`config.mk`:
```
export PLATFORM = sky130hd
export DESIGN_NAME = alu_16bits
export DESIGN_NICKNAME = d
export VERILOG_FILES = /design/src/rtl/alu16_pkg.sv /design/src/rtl/adder_16bits.sv /design/src/rtl/alu_16bits.sv
export SDC_FILE = /design/constraint.sdc
export NUM_CORES = 1
export LEC_CHECK = 0
export ABC_AREA = 1
export BUFFER_PORTS_ARGS = -buffer_cell sky130_fd_sc_hd__buf_2
export CORE_ASPECT_RATIO = 0.8
export CORE_UTILIZATION = 47
export DETAILED_ROUTE_END_ITERATION = 10
export PLACE_DENSITY = 0.95
export SYNTH_ARGS = -nofsm -noshare
export SYNTH_HDL_FRONTEND = slang
export SYNTH_HIERARCHICAL = 1
export SYNTH_SLANG_ARGS = --single-unit
```
`constraint.sdc`:
```
create_clock -name vclk -period 16.56
set_clock_uncertainty 0.05 [all_clocks]
set_input_delay 3.312 -clock vclk [all_inputs]
set_output_delay 3.312 -clock vclk [all_outputs]
set_load 0.02 [all_outputs]
```
`src/rtl/alu16_pkg.sv`:
```
// Shared constants for the 16-bit ALU: default width, NZVC flag bit positions and op-codes.
package alu16_pkg;

  localparam int WIDTH_DEFAULT = 16;

  localparam int FLAG_N = 3;
  localparam int FLAG_Z = 2;
  localparam int FLAG_V = 1;
  localparam int FLAG_C = 0;

  typedef enum logic {
    OP_ADD = 1'b0,
    OP_NEG = 1'b1
  } alu_op_e;

endpackage

```
`src/rtl/adder_16bits.sv`:
```
// Ripple-carry adder built from full-adder cells; exposes carry into and out of the MSB
// so the caller can derive signed overflow.
module adder_16bits
  import alu16_pkg::*;
#(
  parameter int WIDTH = WIDTH_DEFAULT
) (
  input  logic [WIDTH-1:0] a,
  input  logic [WIDTH-1:0] b,
  input  logic             cin,
  output logic [WIDTH-1:0] sum,
  output logic             cout,
  output logic             c_msb
);

  logic [WIDTH:0] carry;

  assign carry[0] = cin;

  generate
    for (genvar gi = 0; gi < WIDTH; gi++) begin : g_fa
      assign sum[gi]     = a[gi] ^ b[gi] ^ carry[gi];
      assign carry[gi+1] = (a[gi] & b[gi]) | (carry[gi] & (a[gi] ^ b[gi]));
    end
  endgenerate

  assign cout  = carry[WIDTH];
  assign c_msb = carry[WIDTH-1];

endmodule

```
`src/rtl/alu_16bits.sv`:
```
// Add / negate-B ALU sharing one adder, with combinational NZVC flags and an optional
// registered status copy enabled by the ALU16_FLAG_REG_EN macro.
module alu_16bits
  import alu16_pkg::*;
#(
  parameter int WIDTH = WIDTH_DEFAULT
) (
  input  logic             clk,
  input  logic             rst,
  input  logic [WIDTH-1:0] A,
  input  logic [WIDTH-1:0] B,
  input  logic             ALU_CTRL,
  output logic [WIDTH-1:0] S,
  output logic [3:0]       NZVC,
  output logic [3:0]       NZVC_Q
);

  logic [WIDTH-1:0] op_x;
  logic [WIDTH-1:0] op_y;
  logic             carry_out;
  logic             carry_msb;

  // Negation is 0 + ~B + 1, so both ops reuse the same adder with carry-in = ALU_CTRL.
  assign op_x = (ALU_CTRL == OP_NEG) ? '0 : A;
  assign op_y = (ALU_CTRL == OP_NEG) ? ~B : B;

  adder_16bits #(.WIDTH(WIDTH)) u_adder (
    .a     (op_x),
    .b     (op_y),
    .cin   (ALU_CTRL),
    .sum   (S),
    .cout  (carry_out),
    .c_msb (carry_msb)
  );

  always_comb begin
    NZVC         = '0;
    NZVC[FLAG_N] = S[WIDTH-1];
    NZVC[FLAG_Z] = (S == '0);
    NZVC[FLAG_V] = carry_msb ^ carry_out;
    NZVC[FLAG_C] = carry_out;
  end

`ifdef ALU16_FLAG_REG_EN
  logic [3:0] nzvc_q_reg;

  always_ff @(posedge clk) begin
    if (rst) begin
      nzvc_q_reg <= '0;
    end else begin
      nzvc_q_reg <= NZVC;
    end
  end

  assign NZVC_Q = nzvc_q_reg;
`else
  logic unused_clk_rst;

  assign unused_clk_rst = clk ^ rst;
  assign NZVC_Q         = '0;
`endif

endmodule

```
# Yosys cells after proc, flatten, opt, wreduce, memory -nomap -nowiden
# Cells that the tools add are included.
[classes] bitwise_logic=82 n_mul=0 reduce_logical=1 order_cmp=0 n_shift=0 mux=2 eq_ne=0 n_addsub=0 n_div=0
[op_table] op="XOR 1 bit" n=33
[op_table] op="bitwise AND 1 bit" n=32
[op_table] op="2-to-1 mux 16 bit" n=2
[op_table] op="logical NOT 16 bit" n=1
[op_table] op="NOT 16 bit" n=1
[op_table] op="bitwise OR 1 bit" n=16
[totals] mem_count=0 latch_bits=0 rom_bits=0 out_inout_bits=24 input_bits=35 ff_bits=0 ram_bits=0 wordCells=85

# Longest topological paths before layout
# Gate-level depths: netlist of the first run.
[depth] depth_word=36 depth_mapped=27 ltp_nobuf=26

# Modules after synthesis
# The synthesis of the first run kept the hierarchy.
[modules_own_cells] mod="alu_16bits" seq_area_each_um2=0.0 instances=1 area_each_um2=473.0 cells_per_inst=87
[modules_own_cells] mod="adder_16bits" seq_area_each_um2=0.0 instances=1 area_each_um2=357.8 cells_per_inst=26

# Least setup slack after synthesis of the first run
# OpenSTA, ideal clock, no wires.
[synth_timing] path_type="input to output" start="input ALU_CTRL" end="output NZVC[2]" t_required_ps=13198 path_slack_ps=2916 cell_stages=27 arrival_ps=10282 path_buffers=2 cell_sequence="buf_6 > buf_12 > xor2_1 > fa_1 > inv_1 > fa_1 > inv_1 > fa_1 > fa_1 > fa_1 > fa_1 > fa_1 > fa_1 > fa_1 > fa_1 > fa_1 > fa_1 > fa_1 > fa_1 > inv_1 > fa_1 > inv_1 > fa_1 > nor2_1 > and2_1 > nand2_1 > nor2_1"
[synth_between] elab_chain_cells=34 elab_cells_between_ends=80 classes_between="2 x mux; 77 x bitwise; 1 x reduce/logical"
[synth_lines] element="start, declared" line_no="alu_16bits.sv:12" source="input logic ALU_CTRL,"
[synth_lines] element="2-to-1 mux 16 bit (*)" line_no="alu_16bits.sv:25" source="assign op_y = (ALU_CTRL == OP_NEG) ? ~B : B;"
[synth_lines] element="via op_y[0]" line_no="alu_16bits.sv:19" source="logic [WIDTH-1:0] op_y;"
[synth_lines] element="XOR 1 bit" line_no="adder_16bits.sv:23" source="assign carry[gi+1] = (a[gi] & b[gi]) | (carry[gi] & (a[gi] ^ b[gi]));"
[synth_lines] element="bitwise AND 1 bit" line_no="adder_16bits.sv:23"
[synth_lines] element="bitwise OR 1 bit (*)" line_no="adder_16bits.sv:23"
[synth_lines] element="bitwise AND 1 bit (*)" line_no="adder_16bits.sv:23"
[synth_lines] element="bitwise OR 1 bit (*)" line_no="adder_16bits.sv:23"
[synth_lines] element="bitwise AND 1 bit (*)" line_no="adder_16bits.sv:23"
[synth_lines] element="[21 not listed]"
[synth_lines] element="bitwise AND 1 bit (*)" line_no="adder_16bits.sv:23"
[synth_lines] element="bitwise OR 1 bit (*)" line_no="adder_16bits.sv:23"
[synth_lines] element="bitwise AND 1 bit (*)" line_no="adder_16bits.sv:23"
[synth_lines] element="bitwise OR 1 bit (*)" line_no="adder_16bits.sv:23"
[synth_lines] element="via carry_msb" line_no="alu_16bits.sv:21" source="logic carry_msb;"
[synth_lines] element="XOR 1 bit (*)" line_no="adder_16bits.sv:22" source="assign sum[gi] = a[gi] ^ b[gi] ^ carry[gi];"
[synth_lines] element="via S[15]" line_no="alu_16bits.sv:13" source="output logic [WIDTH-1:0] S,"
[synth_lines] element="logical NOT 16 bit (*)" line_no="alu_16bits.sv:39" source="NZVC[FLAG_Z] = (S == '0);"
[synth_lines] element="end, declared" line_no="alu_16bits.sv:14" source="output logic [3:0] NZVC,"
# Mark *: on every way through the listed nets, which the timed path passes. The rest lies on a longest branch.

# Worst setup path in the final report of the first run
[layout_timing] start="input ALU_CTRL" end="output NZVC[2]"
[layout_between] elab_chain_cells=34 elab_cells_between_ends=80 classes_between="2 x mux; 77 x bitwise; 1 x reduce/logical"
[layout_lines] element="2-to-1 mux 16 bit (*)" line_no="alu_16bits.sv:25"
[layout_lines] element="via op_y[0]" line_no="alu_16bits.sv:19"
[layout_lines] element="XOR 1 bit" line_no="adder_16bits.sv:23"
[layout_lines] element="bitwise AND 1 bit" line_no="adder_16bits.sv:23"
[layout_lines] element="bitwise OR 1 bit (*)" line_no="adder_16bits.sv:23"
[layout_lines] element="bitwise AND 1 bit (*)" line_no="adder_16bits.sv:23"
[layout_lines] element="bitwise OR 1 bit (*)" line_no="adder_16bits.sv:23"
[layout_lines] element="bitwise AND 1 bit (*)" line_no="adder_16bits.sv:23"
[layout_lines] element="[20 not listed]"
[layout_lines] element="bitwise OR 1 bit (*)" line_no="adder_16bits.sv:23"
[layout_lines] element="bitwise AND 1 bit (*)" line_no="adder_16bits.sv:23"
[layout_lines] element="bitwise OR 1 bit (*)" line_no="adder_16bits.sv:23"
[layout_lines] element="bitwise AND 1 bit (*)" line_no="adder_16bits.sv:23"
[layout_lines] element="bitwise OR 1 bit (*)" line_no="adder_16bits.sv:23"
[layout_lines] element="via carry_msb" line_no="alu_16bits.sv:21"
[layout_lines] element="XOR 1 bit (*)" line_no="adder_16bits.sv:22"
[layout_lines] element="logical NOT 16 bit (*)" line_no="alu_16bits.sv:39"
# Marks and branches as above.

==> results of run 1 <==
==> worst paths after layout <==
| kind | from | to | slack [ps] | cells past startpoint |
|---|---|---|---|---|
| min | B[1] | S[1] | 7130 | 6 |
| max | ALU_CTRL | NZVC[2] | 2440 | 27 |
==> through the flow <==
stage	total power [mW]	hold slack, ps	instance area (sq um)	instances	setup slack, ps
finish	0.0634	7130	1040	181	2440
global route	0.0717	7190	1040	181	2000
CTS	0.0644	7140	1040	181	2380
detailed placement	0.0642	7140	1040	181	2380
global placement	0.0613	7110	1040	181	2580
floorplan	0.0516	6840	842	116	2920
==> cell type report <==
class / instances / area [sq um] / area share [%]
inverter: 38 / 143 / 13.7
multi-input combinational: 68 / 603 / 58.1
tap: 22 / 27.5 / 2.65
timing repair buffer: 53 / 265 / 25.5
==> worst min-delay path: stages <==
cell,delay (ps)
buf_2,90
xor2_1,60
inv_1,70
fa_1,150
inv_1,40
buf_2,150
==> report_power, final <==
part           total (mW)  leakage [nW]  switching, mW  internal [mW]
Clock                   0             0              0              0
Combinational      0.0634         0.685         0.0398         0.0235
Sequential              0             0              0              0
==> cell families (layout without fill, tap and decap cells) <==
kind of cell | after synthesis | in the layout | synth area share [%]
buffers and inverters | 48 | 91 | 28.8
AND/OR/NAND/NOR | 31 | 31 | 14.3
XOR/XNOR | 17 | 17 | 17.9
adder cells (fa/ha/maj) | 16 | 16 | 38.6
other | 1 | 4 | 0.451
==> Yosys cell counts (all sizes together) <==
master and count:
nor2 22, xor2 17, conb 1, and2 1, buf 10, fa 16
nand2 8, inv 38
==> layer usage <==
metal  vias to the layer above  part of all wire [%]
li1                        378                     -
met1                       317                    39
met2                        34                    56
met3                         0                   4.8
met4                         0                     0
met5                         -                     0
==> results.cfg, run 1 <==
[worst_setup_path]
crit_path_start_kind = primary input
crit_slowest_cell = buf_2
critPathTopFamily = adder cells
worstPathArrival_ps = 10760
critPathCaptureType = output pin
worst_path_most_repeated_cell = fa_1
crit_path_max_incr_delay_ps = 550
crit_required_ps = 13200
critPathKind = in2out
path_buf_inv = 6
worst-path-max-fanout = 33

[yosys]
synth_cells = 113
yosysTopAreaCell = fa_1
yosysWarnings = 6
synth_top_area_share_pct = 38.6
synthDistinctLibCells = 12
ys_seq_area_share_pct = 0
netlist_top_cells_area = fa_1 39%, xor2_1 18%, inv_1 17%, nor2_1 9.9%, buf_4 5.4%
netlist_area_sq_um = 831
avgSynthCellArea_sq_um = 7.35

[routing]
avgRoutedWirePerCell_microns = 8.49
vias = 729
drc = 0
viasPerCell = 4.03
wl_microns = 1540
dr.pass1.iters = 2
first_iter_violations = 2
antenna_left = 0

[floorplanning]
die_w_microns = 49.0
die_area_sq_mm = 0.00194
io-pin-count = 59
fp.dieH_microns = 39.6
rows = 13
initial_core_util_pct = 50.6
core_area_sq_mm = 0.00164

[final_layout]
drive_above_1_share_pct = 33.3
syn2layout_area_growth_pct = 25.0
layout_commonest_cell = buf_2
n_antenna_cell = 0
seq_area_sq_um = 0
nClkBuffers = 0
final_core_util_pct = 63.2
layout.nets = 212
seq_cells = 0
final_cell_mix = 53 x buf_2, 38 x inv_1, 22 x nor2_1
n_fill_cell = 169

[pwr]
leakagePower_nw = 0.685
ir_worst_vdd_mv = 0.0415
powerDensity_mw_per_mm2 = 61.0

[sta]
setup_tns_ps = 0
setup_viol = 0
worstMarginPinSlew_ps = 701
drv_slew = 0
slew_headroom_pct = 53.3
fin_crit_ps = 14120
layout_worst_path_cycle_share_pct = 85.3
fmax_mhz = 70.8
hold_viol = 0
rsz0062_at_grt = false

[job]
cap_violations = 0

[global_routing]
grtUsageMet2_pct = 41.0
grt_max_degree = 34
grt_pass1_wl_microns = 2590
grt_use_total_pct = 17.3
antenna_found_initial = 0
overflow = 0
grt-busiest-layer = met2
first_global_vias = 697
met3_usage_pct = 0
use_met1_pct = 18.5

[place]
hpwl_microns = 1430
gp_congestion = 0.647
portBuffers = 53

[clock_tree]
post-cts-setup-buffers = 0
ctsResizeCount = 0
cts.hold.buffers_added = 0

[hold_path]
min_path_type = in2out

[outcome]
status = finished, final reports clean
No activity file was read; power rests on OpenSTA's default activity.
==> run 2, diff against run 1 <==
Settings changed: CORE_ASPECT_RATIO 0.8 to unset.
==> run 2 against run 1 <==
  * The run now ends with DRC left
  * Worst setup slack worse by 20 ps
  * Count of clock-buffer cells in the layout stayed put
  * Sequential cell count unchanged
  * Power up 0.97%
  * Critical path depth unchanged
  * Routed wire length grew 4.9%
  * Final area fell by 0.72%
  * Critical path type unchanged
==> results.cfg, run 2 (synthesis results as in run 1) <==
[outcome]
status = finished with violations
failed_checks = DRC

[sta]
fmax_mhz = 70.7
worstMarginPinSlew_ps = 704
slew_headroom_pct = 53.1
setup_tns_ps = 0
layout_worst_path_cycle_share_pct = 85.4
hold_viol = 0
rsz0062_at_grt = false
fin_crit_ps = 14140
drv_slew = 0
setup_viol = 0
final.setup.worst_slack_ps = 2420

[hold_path]
min_path_type = in2out
min_from = B[1]

[routing]
viasPerCell = 4.26
vias = 746
dr.pass1.iters = 7
drc = 4
first_iter_violations = 5
wl_microns = 1610
avgRoutedWirePerCell_microns = 9.21
antenna_left = 0

[global_routing]
antenna_found_initial = 0
first_global_vias = 737
grt_max_degree = 34
grt_use_total_pct = 18.2
grt_pass1_wl_microns = 2770
overflow = 0

[pwr]
switching_power_uw = 40.4
p_sw_share_pct = 63.1
leakagePower_nw = 0.685
ir_worst_vdd_mv = 0.0377
internal-power_uw = 23.6
pwr-share-clk_pct = 0
pwr-share-comb_pct = 100.0
p_seq_share_pct = 0
powerDensity_mw_per_mm2 = 62.1

[place]
dp_slack_ps = 2380
portBuffers = 53
gp_congestion = 0.681
hpwl_microns = 1470

[job]
cap_violations = 0

[final_layout]
layout_commonest_cell = buf_2
seq_cells = 0
multi_input_area_sq_um = 603
nClkBuffers = 0
drive_above_1_share_pct = 33.3
syn2layout_area_growth_pct = 24.1
seq_area_sq_um = 0
n_fill_cell = 144
final_cell_mix = 53 x buf_2, 38 x inv_1, 22 x nor2_1
layout.nets = 212
n_antenna_cell = 0

[worst_setup_path]
crit_slowest_cell = buf_2
critical_path.startpoint = ALU_CTRL
worst-path-max-fanout = 33
crit_end = NZVC[2]
worst_path_most_repeated_cell = fa_1
critPathCaptureType = output pin
critPathKind = in2out
worstPathArrival_ps = 10780
crit_path_max_incr_delay_ps = 540
crit_path_start_kind = primary input
crit_required_ps = 13200

[clock_tree]
post-cts-setup-buffers = 0
cts.hold.buffers_added = 0
ctsResizeCount = 0

[floorplanning]
rows = 14
initial_core_util_pct = 52.7
core_area_sq_mm = 0.00158
die_area_sq_mm = 0.00194
fp.dieH_microns = 44.0
die_w_microns = 44.0
io-pin-count = 59
## run 2: how the worst min path moves through the flow
stage                 end  slack (ps)  cells after the start
finish               S[1]        7130                      6
global route         S[1]        7170                      6
CTS                  S[1]        7140                      6
detailed placement   S[1]        7140                      6
global placement    S[14]        7110                      6
floorplan            S[0]        6840                      1
## run 2: area by class of cell
type / count / area share (%)
Tap cell: 16 / 1.94
Timing Repair Buffer: 53 / 25.7
Multi-Input combinational cell: 68 / 58.5
Inverter: 38 / 13.8
## run 2: layer usage
| metal | global-route usage [%] | part of all wire (%) | vias up | routed length [microns] |
|---|---|---|---|---|
| met5 | 0 | 0 | - | 0 |
| met4 | 3.03 | 0.93 | 0 | 15 |
| met3 | 1.63 | 7.8 | 2 | 126 |
| met2 | 38.8 | 57 | 38 | 918 |
| met1 | 18.6 | 34 | 324 | 552 |
| li1 | - | - | 382 | - |
## run 2: critical path, delay by kind of cell
family,cells,cell delay (ps)
adders and majority gates,16,5930
xor gates and xnor gates,1,200
buffers and inverters,6,990
and+or+nand+nor,4,340
## run 2: power groups by stage
stage	clock network, mW	registers (mW)	logic, mW
4_1_cts	0	0	0.0648
2_1_floorplan	0	0	0.0516
6_report	0	0	0.0640
3_5_place_dp	0	0	0.0646
5_1_grt	0	0	0.0713
3_3_place_gp	0	0	0.0612
## run 2: through the flow
step | cell area (sq um) | hold WS (ps) | std cells | utilization [%] | power, mW
floorplan | 842 | 6840 | 116 | - | 0.0516
global placement | 1030 | 7110 | 175 | 65.4 | 0.0612
detailed placement | 1030 | 7140 | 175 | 65.4 | 0.0646
CTS | 1030 | 7140 | 175 | 65.4 | 0.0648
global route | 1030 | 7170 | 175 | 65.4 | 0.0713
finish | 1030 | 7130 | 175 | 65.4 | 0.0640
